File: src/rtl/fust_issue_sched_if.sv
// Dispatch / issue / writeback bundle of the FU status-table scheduler.
// master = pipeline side, slave = scheduler side.
`timescale 1ns/1ps
interface fust_issue_sched_if #(
    parameter int NUM_FU = 5,
    parameter int FU_W   = 3
);
    logic                       alloc_en;
    logic [FU_W-1:0]            alloc_fu;
    logic                       alloc_spec;
    logic                       alloc_stall;
    logic [NUM_FU-1:0]          src_ready;
    logic                       issue_valid;
    logic [FU_W-1:0]            issue_fu;
    logic                       issue_ready;
    logic [NUM_FU-1:0]          wb_done;
    logic                       freeze;
    logic                       branch_miss;
    logic                       branch_resolved;
    logic [NUM_FU-1:0][1:0]     fust_state;

    modport master (
        output alloc_en, alloc_fu, alloc_spec, src_ready,
        output issue_ready, wb_done, freeze,
        output branch_miss, branch_resolved,
        input  alloc_stall, issue_valid, issue_fu, fust_state
    );

    modport slave (
        input  alloc_en, alloc_fu, alloc_spec, src_ready,
        input  issue_ready, wb_done, freeze,
        input  branch_miss, branch_resolved,
        output alloc_stall, issue_valid, issue_fu, fust_state
    );
endinterface

File: src/rtl/fust_issue_sched.sv
// Per-FU status table and oldest-ready issue selector.
// Optional ISSUE_PERF_EN adds perf_issued / perf_stall counters.
`timescale 1ns/1ps
module fust_issue_sched #(
    parameter int NUM_FU = 5,
    parameter int AGE_W  = 4,
    parameter int FU_W   = 3
) (
    input  logic                 CLK,
    input  logic                 nRST,
    fust_issue_sched_if.slave    bus
`ifdef ISSUE_PERF_EN
    ,
    output logic [31:0]          perf_issued,
    output logic [31:0]          perf_stall
`endif
);

    typedef enum logic [1:0] {
        ST_IDLE  = 2'd0,
        ST_WAIT  = 2'd1,
        ST_READY = 2'd2,
        ST_EXEC  = 2'd3
    } fu_st_e;

    localparam logic [AGE_W-1:0] AGE_MAX = '1;

    fu_st_e             state_q [NUM_FU];
    fu_st_e             state_d [NUM_FU];
    logic [AGE_W-1:0]   age_q   [NUM_FU];
    logic [AGE_W-1:0]   age_d   [NUM_FU];
    logic [NUM_FU-1:0]  spec_q;
    logic [NUM_FU-1:0]  spec_d;

    logic               tgt_busy;
    logic               spec_drop;
    logic               alloc_stall;
    logic               alloc_ok;
    logic               sel_found;
    logic [AGE_W-1:0]   sel_age;
    logic [FU_W-1:0]    sel_fu;
    logic               issue_valid;
    logic               issue_acc;
    logic [NUM_FU-1:0][1:0] fust_state;

    // State register: per-entry FSM state, age and speculation flag.
    always_ff @(posedge CLK or negedge nRST) begin
        if (!nRST) begin
            for (int i = 0; i < NUM_FU; i++) begin
                state_q[i] <= ST_IDLE;
                age_q[i]   <= '0;
            end
            spec_q <= '0;
        end else begin
            for (int i = 0; i < NUM_FU; i++) begin
                state_q[i] <= state_d[i];
                age_q[i]   <= age_d[i];
            end
            spec_q <= spec_d;
        end
    end

    // Output logic: stall, alloc accept and oldest-ready selection.
    always_comb begin
        tgt_busy  = 1'b0;
        sel_found = 1'b0;
        sel_age   = '0;
        sel_fu    = '0;
        for (int i = 0; i < NUM_FU; i++) begin
            if (bus.alloc_fu == FU_W'(i) && state_q[i] != ST_IDLE)
                tgt_busy = 1'b1;
        end
        // Strict compare keeps the lowest index on an age tie.
        for (int i = 0; i < NUM_FU; i++) begin
            if (state_q[i] == ST_READY && !spec_q[i] &&
                (!sel_found || age_q[i] > sel_age)) begin
                sel_found = 1'b1;
                sel_age   = age_q[i];
                sel_fu    = FU_W'(i);
            end
        end
        // A speculative alloc in a miss cycle is discarded, never stalled.
        spec_drop   = bus.branch_miss & bus.alloc_spec;
        alloc_stall = bus.alloc_en & tgt_busy & ~spec_drop;
        alloc_ok    = bus.alloc_en & ~tgt_busy & ~spec_drop & ~bus.freeze;
        issue_valid = sel_found & ~bus.freeze;
        issue_acc   = issue_valid & bus.issue_ready;
        for (int i = 0; i < NUM_FU; i++)
            fust_state[i] = state_q[i];
    end

    assign bus.alloc_stall = alloc_stall;
    assign bus.issue_valid = issue_valid;
    assign bus.issue_fu    = sel_fu;
    assign bus.fust_state  = fust_state;

    // Next-state logic: per-entry transitions, aging and branch handling.
    always_comb begin
        for (int i = 0; i < NUM_FU; i++) begin
            state_d[i] = state_q[i];
            age_d[i]   = age_q[i];
            spec_d[i]  = spec_q[i];
            if (state_q[i] != ST_IDLE && !bus.freeze && age_q[i] != AGE_MAX)
                age_d[i] = age_q[i] + AGE_W'(1);
            case (state_q[i])
                ST_IDLE: begin
                    if (alloc_ok && bus.alloc_fu == FU_W'(i)) begin
                        state_d[i] = ST_WAIT;
                        age_d[i]   = '0;
                        spec_d[i]  = bus.alloc_spec;
                    end
                end
                ST_WAIT: begin
                    if (bus.branch_miss && spec_q[i])
                        state_d[i] = ST_IDLE;
                    else if (!bus.freeze && bus.src_ready[i])
                        state_d[i] = ST_READY;
                end
                ST_READY: begin
                    if (bus.branch_miss && spec_q[i])
                        state_d[i] = ST_IDLE;
                    else if (issue_acc && sel_fu == FU_W'(i))
                        state_d[i] = ST_EXEC;
                end
                ST_EXEC: begin
                    if (bus.wb_done[i])
                        state_d[i] = ST_IDLE;
                end
                default: state_d[i] = ST_IDLE;
            endcase
            if (bus.branch_resolved)
                spec_d[i] = 1'b0;
            if (state_d[i] == ST_IDLE) begin
                age_d[i]  = '0;
                spec_d[i] = 1'b0;
            end
        end
    end

`ifdef ISSUE_PERF_EN
    logic [31:0] perf_issued_q, perf_issued_d;
    logic [31:0] perf_stall_q,  perf_stall_d;

    // Perf next values: accepted issues, and dispatch/freeze stall cycles.
    always_comb begin
        perf_issued_d = perf_issued_q;
        perf_stall_d  = perf_stall_q;
        if (issue_acc)
            perf_issued_d = perf_issued_q + 32'd1;
        if (alloc_stall || (bus.freeze && sel_found))
            perf_stall_d = perf_stall_q + 32'd1;
    end

    // Perf counter registers, wrapping at 2^32.
    always_ff @(posedge CLK or negedge nRST) begin
        if (!nRST) begin
            perf_issued_q <= '0;
            perf_stall_q  <= '0;
        end else begin
            perf_issued_q <= perf_issued_d;
            perf_stall_q  <= perf_stall_d;
        end
    end

    assign perf_issued = perf_issued_q;
    assign perf_stall  = perf_stall_q;
`endif

endmodule
File: src/flat_wrapper.sv
// flat-port wrapper written by rule: the top's interface ports become plain ports
module fust_issue_sched_flat 
#(
    parameter int NUM_FU = 5,
    parameter int AGE_W  = 4,
    parameter int FU_W   = 3
)
  (CLK, nRST, bus_alloc_en, bus_alloc_fu, bus_alloc_spec, bus_src_ready, bus_issue_ready, bus_wb_done, bus_freeze, bus_branch_miss, bus_branch_resolved, bus_alloc_stall, bus_issue_valid, bus_issue_fu, bus_fust_state);
  fust_issue_sched_if #(.NUM_FU(NUM_FU), .FU_W(FU_W)) bus_i ();
  input  logic CLK;
  input  logic nRST;
  input wire logic [$bits(bus_i.alloc_en)-1:0] bus_alloc_en;
  input wire logic [$bits(bus_i.alloc_fu)-1:0] bus_alloc_fu;
  input wire logic [$bits(bus_i.alloc_spec)-1:0] bus_alloc_spec;
  input wire logic [$bits(bus_i.src_ready)-1:0] bus_src_ready;
  input wire logic [$bits(bus_i.issue_ready)-1:0] bus_issue_ready;
  input wire logic [$bits(bus_i.wb_done)-1:0] bus_wb_done;
  input wire logic [$bits(bus_i.freeze)-1:0] bus_freeze;
  input wire logic [$bits(bus_i.branch_miss)-1:0] bus_branch_miss;
  input wire logic [$bits(bus_i.branch_resolved)-1:0] bus_branch_resolved;
  output wire logic [$bits(bus_i.alloc_stall)-1:0] bus_alloc_stall;
  output wire logic [$bits(bus_i.issue_valid)-1:0] bus_issue_valid;
  output wire logic [$bits(bus_i.issue_fu)-1:0] bus_issue_fu;
  output wire logic [$bits(bus_i.fust_state)-1:0] bus_fust_state;
  assign bus_i.alloc_en = bus_alloc_en;
  assign bus_i.alloc_fu = bus_alloc_fu;
  assign bus_i.alloc_spec = bus_alloc_spec;
  assign bus_i.src_ready = bus_src_ready;
  assign bus_i.issue_ready = bus_issue_ready;
  assign bus_i.wb_done = bus_wb_done;
  assign bus_i.freeze = bus_freeze;
  assign bus_i.branch_miss = bus_branch_miss;
  assign bus_i.branch_resolved = bus_branch_resolved;
  assign bus_alloc_stall = bus_i.alloc_stall;
  assign bus_issue_valid = bus_i.issue_valid;
  assign bus_issue_fu = bus_i.issue_fu;
  assign bus_fust_state = bus_i.fust_state;
  fust_issue_sched #(.NUM_FU(NUM_FU), .AGE_W(AGE_W), .FU_W(FU_W)) u_core (.CLK(CLK), .nRST(nRST), .bus(bus_i));
endmodule
File: config.mk
export PLATFORM = sky130hd
export DESIGN_NAME = fust_issue_sched_flat
export DESIGN_NICKNAME = d
export VERILOG_FILES = /design/src/rtl/fust_issue_sched_if.sv /design/src/rtl/fust_issue_sched.sv /design/src/flat_wrapper.sv
export SDC_FILE = /design/constraint.sdc
export NUM_CORES = 1
export LEC_CHECK = 0
export BUFFER_PORTS_ARGS = -buffer_cell sky130_fd_sc_hd__buf_2
export CORE_AREA = 2 2 63 124
export CTS_CLUSTER_DIAMETER = 50
export CTS_CLUSTER_SIZE = 14
export DETAILED_ROUTE_END_ITERATION = 7
export DIE_AREA = 0 0 65 126
export GPL_TIMING_DRIVEN = 0
export PLACE_DENSITY = 0.56
export SYNTH_ARGS = -nofsm -noshare
export SYNTH_HDL_FRONTEND = slang
export SYNTH_SLANG_ARGS = --single-unit
File: constraint.sdc
create_clock -name CLK -period 8.3 [get_ports CLK]
set_input_delay 2.075 -clock CLK [delete_from_list [all_inputs] [get_ports CLK]]
set_output_delay 2.075 -clock CLK [all_outputs]
set_load 0.005 [all_outputs]
# --- After elaboration in Yosys (flattened, before gate mapping) ---
# Cells that the tools add are included.
classes:
  add_sub_neg: 5
  n_lt_le_gt_ge: 4
  eq_ne: 28
  n_mux: 93
  bitwise: 11
  n_reduce_logical: 90
ops:
  columns: ["operator", "count"]
  rows:
  - ["$mux W4", 24]
  - ["$mux W2", 32]
  - ["$logic_and A1 B1 Y1", 44]
  - ["$pmux W2 S4", 5]
  - ["$mux W1", 31]
  - ["$reduce_bool A3 Y1", 10]
  - ["$add A4 B1 Y4 const B", 5]
  - ["$eq A2 B2 Y1 const B", 10]
  - ["$logic_not A2 Y1", 10]
  - ["$ne A4 B4 Y1 const B", 5]
  - ["$gt A4 B4 Y1", 4]
  - ["$eq A3 B2 Y1 const B", 4]
  - ["$eq A2 B1 Y1 const B", 5]
  - ["$logic_not A1 Y1", 10]
  - ["$reduce_and A2 Y1", 5]
  - ["$reduce_bool A2 Y1", 5]
  - ["$and A1 B1 Y1", 8]
  - ["$eq A3 B1 Y1 const B", 2]
  - ["$eq A3 B3 Y1 const B", 2]
  - ["$logic_not A3 Y1", 2]
  - ["$logic_or A1 B1 Y1", 4]
  - ["$mux W3", 1]
  - ["$not A1 Y1", 3]
totals:
  reg_bits: 35
  input_bits: 21
  output_inout_bits: 15
  word_cells: 246

# --- Longest topological paths before layout ---
# Gate-level depths: netlist (run 1).
logic_depth:
  word_depth: 28
  mapped_depth: 25
  mapped_depth_nobuf: 24

# --- Worst setup path before layout (run 1) ---
# Ideal clock, no wire load.
synth_timing:
  kind: "register -> output"
  startpoint: "register u_core.state_q (netlist bit u_core.bus.fust_state[0])"
  endpoint: "output bus_issue_fu[0]"
  arrival_ns: 5.540
  required_time_ns: 6.225
  path_slack_ns: 0.685
  path_stages_with_launch: 24
  n_path_buf: 1
  path_cell_list: "dfrtp_1 -> buf_2 -> nor3b_4 -> nand2_1 -> ha_1 -> nor2b_1 -> o41ai_1 -> o21bai_1 -> and2_1 -> ha_1 -> a211o_1 -> o221ai_1 -> a211oi_1 -> a31o_1 -> ha_1 -> a21oi_1 -> o21ai_0 -> a31oi_4 -> mux2_2 -> ha_1 -> and4_1 -> a211oi_1 -> o21a_4 -> a21oi_1"
synth_via:
  elab_chain_len: 19
  word_cells_on_any_way: 30
synth_lines:
  columns: ["element", "line", "source"]
  rows:
  - ["start: declaration", "fust_issue_sched.sv:28", "fu_st_e state_q [NUM_FU];"]
  - ["start signal: indexed assignment", "fust_issue_sched.sv:56", "state_q[i] <= state_d[i];"]
  - ["$eq A2 B2 Y1 (*)", "fust_issue_sched.sv:75", "if (state_q[i] == ST_READY && !spec_q[i] &&"]
  - ["$logic_and A1 B1 Y1 (*)", "fust_issue_sched.sv:75", null]
  - ["$mux W4 or $mux W1 (tied branches)", "fust_issue_sched.sv:75", null]
  - ["$gt A4 B4 Y1 or $logic_not A1 Y1 (tied branches)", "fust_issue_sched.sv:76", "(!sel_found || age_q[i] > sel_age)) begin"]
  - ["$logic_or A1 B1 Y1", "fust_issue_sched.sv:76", null]
  - ["$logic_and A1 B1 Y1", "fust_issue_sched.sv:75", null]
  - ["$mux W4 or $mux W1 (tied branches)", "fust_issue_sched.sv:75", null]
  - ["$gt A4 B4 Y1 or $logic_not A1 Y1 (tied branches)", "fust_issue_sched.sv:76", null]
  - ["[... 3 more ...]", null, null]
  - ["$gt A4 B4 Y1 or $logic_not A1 Y1 (tied branches)", "fust_issue_sched.sv:76", null]
  - ["$logic_or A1 B1 Y1", "fust_issue_sched.sv:76", null]
  - ["$logic_and A1 B1 Y1", "fust_issue_sched.sv:75", null]
  - ["$mux W4 or $mux W1 (tied branches)", "fust_issue_sched.sv:75", null]
  - ["$gt A4 B4 Y1 or $logic_not A1 Y1 (tied branches)", "fust_issue_sched.sv:76", null]
  - ["$logic_or A1 B1 Y1", "fust_issue_sched.sv:76", null]
  - ["$logic_and A1 B1 Y1", "fust_issue_sched.sv:75", null]
  - ["$mux W3 (*)", "fust_issue_sched.sv:75", null]
  - ["end: declaration", "flat_wrapper.sv:23", "output wire logic [$bits(bus_i.issue_fu)-1:0] bus_issue_fu;"]
# Every way passes the cells marked *; elsewhere a longest branch is shown, timed or not.

# --- Worst setup path after layout (run 1) ---
# Ends and elaborated chain as after synthesis.

==> results of run 1 <==
-- synth_stat cells (4+ instances only) --
cell type and n:
sky130_fd_sc_hd__nor3_1 12, sky130_fd_sc_hd__inv_1 12, sky130_fd_sc_hd__or3_1 5, sky130_fd_sc_hd__nor2_1 26, sky130_fd_sc_hd__o21bai_1 5, sky130_fd_sc_hd__nand2b_1 8
sky130_fd_sc_hd__ha_1 21, sky130_fd_sc_hd__xnor2_1 6, sky130_fd_sc_hd__o31ai_1 4, sky130_fd_sc_hd__nand3_1 14, sky130_fd_sc_hd__a21oi_1 26, sky130_fd_sc_hd__and2_1 8
sky130_fd_sc_hd__buf_2 4, sky130_fd_sc_hd__mux2_2 4, sky130_fd_sc_hd__nand4_1 7, sky130_fd_sc_hd__nand2_1 21, sky130_fd_sc_hd__mux2i_1 5, sky130_fd_sc_hd__o21ai_0 16
sky130_fd_sc_hd__nand3b_1 7, sky130_fd_sc_hd__nor2b_1 13, sky130_fd_sc_hd__a211oi_1 7, sky130_fd_sc_hd__dfrtp_1 35, sky130_fd_sc_hd__o21a_1 4, sky130_fd_sc_hd__and4b_1 4
-- area by class of cell --
type | count | area share
buffer | 10 | 0.0179
clock buffer | 6 | 0.0390
clock inverter | 1 | 0.00140
inverter | 12 | 0.0126
multi-input combinational | 266 | 0.571
sequential | 35 | 0.246
tap | 92 | 0.0323
timing repair buffer | 49 | 0.0804
-- metrics by stage --
stage	setup WS, ns	power (W)
after floorplan	0.685	0.000618
after global placement	-0.172	0.000768
after detailed placement	-0.227	0.000774
after CTS	0.00498	0.000988
after global routing	-0.00898	0.00115
final	0.261	0.00106
-- per-layer routing --
layer / share of wire / up-vias / global-route usage
met3: 0.027 / 15 / 0.0304
li1: - / 1312 / -
met5: 0 / - / 0
met4: 0.045 / 0 / 0.115
met2: 0.55 / 47 / 0.378
met1: 0.38 / 1284 / 0.200
-- state kept, by name (all words and copies together) (netlist names) --
name / cells
u_core.spec_q: 5
u_core.age_q: 20
u_core.bus.fust_state: 10
-- worst register-to-register path, cell delays in order, from the launching register on --
cell and delay [ns]:
sky130_fd_sc_hd__dfrtp_1 0.38, sky130_fd_sc_hd__buf_6 0.14, sky130_fd_sc_hd__nor3b_4 0.31, sky130_fd_sc_hd__nand2_2 0.13, sky130_fd_sc_hd__ha_4 0.26, sky130_fd_sc_hd__nor2b_2 0.19, sky130_fd_sc_hd__o41ai_4 0.39, sky130_fd_sc_hd__buf_4 0.18
sky130_fd_sc_hd__o21bai_1 0.07, sky130_fd_sc_hd__and2_4 0.16, sky130_fd_sc_hd__ha_1 0.21, sky130_fd_sc_hd__a211o_1 0.33, sky130_fd_sc_hd__o221ai_4 0.27, sky130_fd_sc_hd__a211oi_2 0.12, sky130_fd_sc_hd__a31o_2 0.26, sky130_fd_sc_hd__ha_4 0.27
sky130_fd_sc_hd__nand4_1 0.17, sky130_fd_sc_hd__a31oi_4 0.31, sky130_fd_sc_hd__buf_6 0.14, sky130_fd_sc_hd__mux2_2 0.35, sky130_fd_sc_hd__ha_4 0.24, sky130_fd_sc_hd__and4_1 0.17, sky130_fd_sc_hd__a211oi_2 0.24, sky130_fd_sc_hd__nand2_1 0.09
sky130_fd_sc_hd__nand3b_1 0.21, sky130_fd_sc_hd__o221ai_1 0.15
-- power by group --
group          switching, W  internal (W)
clock network     0.0000691      0.000117
logic              0.000352      0.000291
registers         0.0000316      0.000200
total              0.000453      0.000609
-- repair_timing --
item,in CTS,in global routing
cloned,0,0
gates resized for setup,5,31
buffers inserted,2,13
pin swaps,3,20
endpoints found under the setup margin,3,3
-- worst min path at each step --
stage                  endpoint        startpoint  cells after the start
2_1_floorplan  u_core.spec_q[4]  u_core.spec_q[4]                      2
3_3_place_gp   u_core.spec_q[4]  u_core.spec_q[4]                      2
3_5_place_dp   u_core.spec_q[4]  u_core.spec_q[4]                      2
4_1_cts        u_core.spec_q[4]  u_core.spec_q[4]                      2
5_1_grt        u_core.spec_q[4]  u_core.spec_q[4]                      2
6_report       u_core.spec_q[4]  u_core.spec_q[4]                      2
-- cell families after synthesis --
family | after synthesis
DFF | 35
AOI/OAI and AO/OA | 86
xor gates and xnor gates | 7
buffers and inverters | 22
and+or+nand+nor | 143
muxes | 9
adders and majority gates | 21
==> impl_metrics.py, run 1 <==
metrics = {
    "status": {
        "outcome": "finished clean",
    },
    "place": {
        "place_area_mm2": 0.00310,
        "place_congestion": 0.910,
        "dp.cells": 449,
        "io_buffer_count": 34,
        "hpwlAfterDp_um": 5910,
    },
    "clocking": {
        "cell_at_the_root_of_the_clock_tree": "sky130_fd_sc_hd__clkbuf_16",
        "cts-buffers-inserted": 5,
        "h_tree_lvls": 2,
        "clkLatencyLatePin_ns": 0.28,
        "clk_path_buf_depth": 2,
        "cts.hold.buffers_added": 0,
        "clk_pin_slew_ns": 0.06,
        "tritoncts_clock_tree": "yes",
        "cts.sink_count": 35,
    },
    "global_routing": {
        "initial_antenna_violation_count": 0,
        "first_global_vias": 2699,
        "wire_length_of_the_first_global_routing_pass_um": 12600,
        "grt_util_all_layers": 0.201,
        "globalRoute.totalOverflow": 0,
        "grt_max_degree": 36,
    },
    "synthesis": {
        "post_synth.cell_area_avg_um2": 8.72,
        "syn-num-nets": 365,
        "synth_largest_type_area_fraction": 0.311,
        "library_cell_occupying_the_most_area_in_the_post_synthesis_netlist": "sky130_fd_sc_hd__dfrtp_1",
        "yosys_register_bits": 35,
        "yosysUniqueCellTypes": 59,
        "synth-main-ff-cell": "sky130_fd_sc_hd__dfrtp_1",
        "synth-compound-area-share": 0.212,
        "syn-instance-count": 323,
        "synth_area_leaders": "sky130_fd_sc_hd__dfrtp_1, sky130_fd_sc_hd__ha_1, sky130_fd_sc_hd__a21oi_1",
        "synthArstFlopShare": 1.00,
        "syn_area_mm2": 0.00282,
        "dominant_combinational_cell_family_by_area_after_synthesis": "simple AND/OR/NAND/NOR gates",
        "synth_enable_flop_cells": 0,
        "ys_seq_area_frac": 0.311,
        "yosys_warnings": 0,
        "post_synth_xor_area_fraction": 0.0218,
        "post_synth_fa_ha_maj_area_fraction": 0.0933,
        "post_synth_and_or_nand_nor_area_fraction": 0.291,
        "synth.mux.area_fraction": 0.0338,
    },
    "critical_path": {
        "cp_slowest_stage_delay_ns": 0.39,
        "critPathCapture": "bus_issue_fu[0]",
        "critPathTopFamily": "compound AO/OA/AOI/OAI gates",
        "path_buf_inv": 4,
        "reg2regPathDepth": 25,
        "cp_data_required_time_ns": 6.23,
        "critPathLaunch": "u_core.bus.fust_state[0]",
        "critical_path.reg2reg.startpoint": "u_core.bus.fust_state[0]",
        "endpoint_kind": "output port",
        "rr_endpoint": "u_core.bus.fust_state[6]",
        "timing.reg2reg.setup_slack_ns": 2.40,
        "critPathMostFrequentCell": "sky130_fd_sc_hd__ha_4",
        "worst-path-stages": 25,
        "cp_max_fo": 8,
        "slowest_stage": "sky130_fd_sc_hd__o41ai_4",
        "critPathArrivalTime_ns": 5.96,
        "worstSetupStartpointType": "flip-flop",
        "timing_worst_setup_path_type": "reg -> out",
    },
    "power_and_ir_drop": {
        "leakagePower_nw": 1.52,
        "vdd_ir_drop_max_v": 0.000162,
        "pwr_cell_area_mw_per_mm2": 298,
    },
    "layout": {
        "commonest_non_fill_non_tap_cells_in_the_layout": "sky130_fd_sc_hd__buf_2, sky130_fd_sc_hd__dfrtp_1, sky130_fd_sc_hd__nor2_1, sky130_fd_sc_hd__a21oi_1, sky130_fd_sc_hd__nand2_1",
        "layout-drive-gt1-share": 0.280,
        "num_antenna_cells": 0,
        "layout_commonest_cell": "sky130_fd_sc_hd__buf_2",
        "layout.core_utilization": 0.494,
        "multi_input_area_mm2": 0.00203,
        "synthToLayoutAreaGrowth_pct": 26.6,
        "n_fill_cell": 701,
        "register_cell_area_after_layout_um2": 876,
        "layout.nets": 421,
        "final_cells": 471,
        "layout.cell_area.non_filler_mm2": 0.00356,
    },
    "route": {
        "drt-initial-drc-count": 124,
        "first_pass_iters": 4,
        "post-route-drc-count": 0,
        "post_drt_wl_per_cell_um": 16.7,
        "route.vias.total": 2658,
        "final_routed_wirelength_um": 7860,
        "post_drt_via_cell_ratio": 5.64,
        "route.antenna.remaining_nets": 0,
    },
    "timing": {
        "layout_worst_path_cycle_share": 0.969,
        "worstMarginPinSlew_ns": 0.852,
        "timing.fmax_mhz": 124,
        "finalCriticalPeriod_ns": 8.04,
        "timing.final.hold_violations": 0,
        "setup_viol_count_final": 0,
        "setup_total_negative_slack_ns": 0,
        "clock-skew-final_ns": 0.00768,
        "max_slew_violation_total_from_the_final_report": 0,
        "holdWs_ns": 0.558,
        "slew_headroom": 0.432,
    },
    "floorplanning": {
        "die_area_mm2": 0.00819,
        "coreArea_mm2": 0.00721,
        "fp.dieH_um": 126,
        "die_width_um": 65,
        "pin_count": 36,
        "placement_rows": 44,
        "initial_core_util": 0.390,
    },
    "min_path": {
        "timing.hold.worst.class": "reg -> reg",
    },
    "job": {
        "number_of_max_cap_violations": 0,
    },
}
No activity file was read; power rests on OpenSTA's default activity.
==> run 2, diff against run 1 <==
CTS_BUF_LIST = sky130_fd_sc_hd__clkbuf_8   (was not set)
CTS_CLUSTER_SIZE = not set   (was 14)
MAX_ROUTING_LAYER = met4   (was not set)
==> impl_metrics.py, run 2 (same netlist as run 1, synthesis figures left out) <==
metrics = {
    "global_routing": {
        "grt_max_degree": 36,
        "initial_antenna_violation_count": 0,
        "grt_util_all_layers": 0.206,
        "wire_length_of_the_first_global_routing_pass_um": 12600,
        "globalRoute.totalOverflow": 0,
        "first_global_vias": 2682,
    },
    "layout": {
        "synthToLayoutAreaGrowth_pct": 22.6,
        "layout-drive-gt1-share": 0.267,
        "largest_register": "u_core.age_q",
        "commonest_non_fill_non_tap_cells_in_the_layout": "sky130_fd_sc_hd__buf_2, sky130_fd_sc_hd__dfrtp_1, sky130_fd_sc_hd__nor2_1, sky130_fd_sc_hd__a21oi_1, sky130_fd_sc_hd__nand2_1",
        "largest_reg_flops": 20,
        "register_cell_area_after_layout_um2": 876,
        "layout.nets": 417,
        "n_fill_cell": 723,
        "layout.core_utilization": 0.478,
        "multi_input_area_mm2": 0.00201,
        "num_antenna_cells": 0,
        "final_cells": 467,
        "layout_commonest_cell": "sky130_fd_sc_hd__buf_2",
    },
    "critical_path": {
        "cp_slowest_stage_delay_ns": 0.40,
        "timing_worst_setup_path_type": "reg -> out",
        "critical_path.reg2reg.startpoint": "u_core.bus.fust_state[1]",
        "timing.reg2reg.setup_slack_ns": 2.43,
        "slowest_stage": "sky130_fd_sc_hd__dfrtp_1",
        "critPathMostFrequentCell": "sky130_fd_sc_hd__ha_1",
        "endpoint_kind": "output port",
        "critPathLaunch": "u_core.bus.fust_state[1]",
        "cp_max_fo": 9,
        "critPathArrivalTime_ns": 5.96,
        "worstSetupStartpointType": "flip-flop",
        "cp_data_required_time_ns": 6.23,
        "crit_chain": "buf_6 -> nor3b_4 -> buf_4 -> and2_4 -> ha_1 -> and4_4 -> a32oi_4 -> nand4_1 -> and2_4 -> ha_1 -> a211o_1 -> o221ai_4 -> a211oi_2 -> a31o_1 -> ha_1 -> nand4_1 -> a31oi_4 -> mux2_2 -> ha_1 -> a211oi_2 -> a211oi_2 -> o21a_4 -> a21oi_2 -> buf_2",
    },
    "status": {
        "outcome": "finished clean",
    },
    "timing": {
        "worst_slack_ns": 0.268,
        "slew_headroom": 0.425,
        "timing.fmax_mhz": 125,
        "setup_viol_count_final": 0,
        "timing.final.hold_violations": 0,
        "max_slew_violation_total_from_the_final_report": 0,
        "clock-skew-final_ns": 0.0141,
        "holdWs_ns": 0.560,
        "worstMarginPinSlew_ns": 0.862,
        "layout_worst_path_cycle_share": 0.968,
        "finalCriticalPeriod_ns": 8.03,
    },
    "job": {
        "number_of_max_cap_violations": 0,
    },
    "clocking": {
        "cell_at_the_root_of_the_clock_tree": "sky130_fd_sc_hd__clkbuf_8",
        "clk_pin_slew_ns": 0.08,
        "cts-buffers-inserted": 5,
        "cts.hold.buffers_added": 0,
        "cts.sink_count": 35,
        "clk_path_buf_depth": 2,
        "clkLatencyLatePin_ns": 0.30,
        "h_tree_lvls": 2,
        "tritoncts_clock_tree": "yes",
    },
    "power_and_ir_drop": {
        "leakagePower_nw": 1.47,
        "pwr_cell_area_mw_per_mm2": 282,
        "vdd_ir_drop_max_v": 0.000168,
    },
    "floorplanning": {
        "fp.dieH_um": 126,
        "pin_count": 36,
        "die_width_um": 65,
        "initial_core_util": 0.390,
        "die_area_mm2": 0.00819,
        "coreArea_mm2": 0.00721,
        "placement_rows": 44,
    },
    "route": {
        "drt-initial-drc-count": 83,
        "post_drt_wl_per_cell_um": 16.6,
        "first_pass_iters": 5,
        "post_drt_via_cell_ratio": 5.61,
        "route.vias.total": 2618,
        "post-route-drc-count": 0,
        "final_routed_wirelength_um": 7750,
        "route.antenna.remaining_nets": 0,
    },
    "place": {
        "hpwlAfterDp_um": 5910,
        "place_congestion": 0.926,
        "dp.cells": 449,
        "io_buffer_count": 34,
        "place_ws_ns": -0.227,
    },
    "min_path": {
        "hold_path_startpoint": "u_core.spec_q[4]",
        "timing.hold.worst.class": "reg -> reg",
    },
}
-- run 2: power by group --
part           switching, W  leakage (nW)  internal (W)
sequential        0.0000313         0.481      0.000200
clock             0.0000631        0.0470     0.0000651
combinational      0.000343         0.947      0.000270
-- run 2: what timing repair did --
| action | CTS | global route |
|---|---|---|
| pin swaps | 3 | 16 |
| endpoints found under the setup margin | 3 | 3 |
| buffers inserted | 2 | 10 |
| resized for setup | 6 | 27 |
-- run 2: worst max-delay path, delay by kind of cell (launching register included) --
family | cells | cell delay, ns
flip-flops | 1 | 0.40
AND/OR/NAND/NOR | 6 | 1.02
multiplexers | 1 | 0.37
adder cells (fa/ha/maj) | 4 | 1.26
AO/OA/AOI/OAI | 10 | 2.19
buffers and inverters | 3 | 0.43
-- run 2: worst paths after layout --
kind / to / depth (start not counted)
worst min register to register: u_core.spec_q[4] / 2
max in group asynchronous: u_core.age_q[10] / 1
min in group asynchronous: u_core.bus.fust_state[3] / 1
worst max register to register: u_core.bus.fust_state[2] / 24
worst max-delay path: bus_issue_fu[1] / 24
worst min-delay path: u_core.spec_q[4] / 2
-- run 2: routing by layer --
layer  track usage  vias to the layer above  part of all wire
li1              -                     1299                 -
met1         0.200                     1269              0.39
met2         0.374                       35              0.54
met3        0.0321                       15             0.025
met4         0.115                        0             0.043
met5             -                        -                 0
-- run 2: through the flow --
stage	power, W	TNS, ns	instance area (µm²)
after floorplan	0.000618	0	2820
after global placement	0.000768	-0.424	3100
after detailed placement	0.000774	-0.599	3100
after CTS	0.000931	0	3240
after global routing	0.00105	-0.0309	3450
final	0.000972	0	3450
-- run 2: cell type report --
type,count,share of cell area
Buffer,10,0.0174
Sequential cell,35,0.254
Clock buffer,6,0.0239
Timing Repair Buffer,45,0.0732
Inverter,12,0.0131
Multi-Input combinational cell,266,0.584
Tap cell,92,0.0334
Clock inverter,1,0.00145
==> run 3, diff against run 2 <==
RECOVER_POWER = 25   (was not set)
==> impl_metrics.py, run 3 (same netlist as run 1, synthesis figures left out) <==
metrics = {
    "layout": {
        "layout-drive-gt1-share": 0.261,
        "num_antenna_cells": 0,
        "largest_reg_flops": 20,
        "layout.nets": 417,
        "layout.core_utilization": 0.478,
        "commonest_non_fill_non_tap_cells_in_the_layout": "sky130_fd_sc_hd__buf_2, sky130_fd_sc_hd__dfrtp_1, sky130_fd_sc_hd__nor2_1, sky130_fd_sc_hd__a21oi_1, sky130_fd_sc_hd__nand2_1",
        "multi_input_area_mm2": 0.00201,
        "largest_register": "u_core.age_q",
        "register_cell_area_after_layout_um2": 876,
        "n_fill_cell": 725,
        "synthToLayoutAreaGrowth_pct": 22.5,
    },
    "critical_path": {
        "slowest_stage": "sky130_fd_sc_hd__dfrtp_1",
        "timing.reg2reg.setup_slack_ns": 2.43,
        "critPathTopFamily": "compound AO/OA/AOI/OAI gates",
        "reg2regPathDepth": 24,
        "cp_max_fo": 9,
        "path_buf_inv": 3,
        "worstSetupStartpointType": "flip-flop",
        "timing_worst_setup_path_type": "reg -> out",
        "endpoint_kind": "output port",
        "critPathLaunch": "u_core.bus.fust_state[1]",
        "rr_endpoint": "u_core.bus.fust_state[2]",
        "critical_path.reg2reg.startpoint": "u_core.bus.fust_state[1]",
        "crit_chain": "buf_6 -> nor3b_4 -> buf_4 -> and2_4 -> ha_1 -> and4_4 -> a32oi_4 -> nand4_1 -> and2_4 -> ha_1 -> a211o_1 -> o221ai_4 -> a211oi_2 -> a31o_1 -> ha_1 -> nand4_1 -> a31oi_4 -> mux2_2 -> ha_1 -> a211oi_2 -> a211oi_2 -> o21a_4 -> a21oi_2 -> buf_2",
        "cp_slowest_stage_delay_ns": 0.40,
        "cp_data_required_time_ns": 6.23,
        "critPathArrivalTime_ns": 5.96,
        "critPathMostFrequentCell": "sky130_fd_sc_hd__ha_1",
    },
    "timing": {
        "layout_worst_path_cycle_share": 0.968,
        "worst_slack_ns": 0.269,
        "setup_total_negative_slack_ns": 0,
        "clock-skew-final_ns": 0.0141,
        "finalCriticalPeriod_ns": 8.03,
        "worstMarginPinSlew_ns": 2.06,
        "slew_headroom": -0.376,
        "timing.final.hold_violations": 0,
        "max_slew_violation_total_from_the_final_report": 36,
        "setup_viol_count_final": 0,
        "timing.fmax_mhz": 125,
        "holdWs_ns": 0.561,
    },
    "route": {
        "route.vias.total": 2620,
        "post_drt_wl_per_cell_um": 16.6,
        "route.antenna.remaining_nets": 0,
        "drt-initial-drc-count": 84,
        "first_pass_iters": 5,
        "final_routed_wirelength_um": 7750,
        "post-route-drc-count": 0,
        "post_drt_via_cell_ratio": 5.61,
    },
    "floorplanning": {
        "initial_core_util": 0.390,
        "die_width_um": 65,
        "placement_rows": 44,
        "die_area_mm2": 0.00819,
        "pin_count": 36,
        "coreArea_mm2": 0.00721,
        "fp.dieH_um": 126,
    },
    "global_routing": {
        "wire_length_of_the_first_global_routing_pass_um": 12600,
        "grt_util_all_layers": 0.206,
        "grt_max_degree": 36,
        "globalRoute.totalOverflow": 0,
        "first_global_vias": 2682,
        "initial_antenna_violation_count": 0,
    },
    "min_path": {
        "worstHoldEndpoint": "u_core.spec_q[4]",
        "timing.hold.worst.class": "reg -> reg",
        "hold_path_startpoint": "u_core.spec_q[4]",
        "timing.hold.worst_path_depth": 2,
    },
    "clocking": {
        "tritoncts_clock_tree": "yes",
        "cts.hold.buffers_added": 0,
        "clk_path_buf_depth": 2,
        "clk_pin_slew_ns": 0.08,
        "cell_at_the_root_of_the_clock_tree": "sky130_fd_sc_hd__clkbuf_8",
        "clkLatencyLatePin_ns": 0.30,
        "cts.sink_count": 35,
        "h_tree_lvls": 2,
        "cts-buffers-inserted": 5,
    },
    "power_and_ir_drop": {
        "pwr_cell_area_mw_per_mm2": 282,
        "post-layout-total-power_w": 0.000972,
        "leakagePower_nw": 1.47,
        "vdd_ir_drop_max_v": 0.000168,
    },
    "status": {
        "outcome": "complete, but fails checks",
        "failed_checks": "capacitance limit, slew limit",
    },
    "place": {
        "place_ws_ns": -0.227,
        "hpwlAfterDp_um": 5910,
        "place_congestion": 0.926,
        "io_buffer_count": 34,
    },
    "job": {
        "number_of_max_cap_violations": 1,
    },
}
==> run 3: layer usage <==
metal  wire length, µm  track usage  vias to the layer above  part of all wire
met2              4220        0.374                       35              0.54
met4               337        0.115                        0             0.044
met3               190       0.0321                       15             0.025
met1              3000        0.200                     1271              0.39
li1                  -            -                     1299                 -
met5                 0            -                        -                 0
==> run 3: cell type report <==
class / instances / share of cell area
timing repair buffer: 45 / 0.0726
clock buffer: 6 / 0.0239
clock inverter: 1 / 0.00145
tap: 92 / 0.0334
sequential: 35 / 0.254
inverter: 12 / 0.0131
multi-input combinational: 266 / 0.584
buffer: 10 / 0.0174
==> run 3: tightest hold or removal path, stage by stage (launching register included) <==
cell and delay (ns):
sky130_fd_sc_hd__dfrtp_1 0.39, sky130_fd_sc_hd__nand2b_1 0.07, sky130_fd_sc_hd__a21oi_1 0.06
==> run 3: how the worst max path moves through the flow <==
stage / to / cells past startpoint
global placement: bus_issue_fu[0] / 24
finish: bus_issue_fu[1] / 24
CTS: bus_issue_fu[1] / 24
detailed placement: bus_issue_fu[0] / 24
floorplan: bus_issue_fu[0] / 23
global route: bus_issue_fu[1] / 24
==> run 3: repair_timing <==
item,CTS,global route
setup endpoints to repair,3,3
setup buffers,2,10
resized for setup,6,27
pin swaps,3,16
==> run 3: stage by stage <==
stage          area [µm²]  cells
3_3_place_gp         3100    449
4_1_cts              3240    458
3_5_place_dp         3100    449
5_1_grt              3450    467
2_1_floorplan        2820    323
6_report             3450    467
==> run 3: report_power, final <==
part / switching (W) / internal (W)
Sequential: 0.0000313 / 0.000200
Clock: 0.0000631 / 0.0000651
Combinational: 0.000343 / 0.000269
Total: 0.000437 / 0.000534
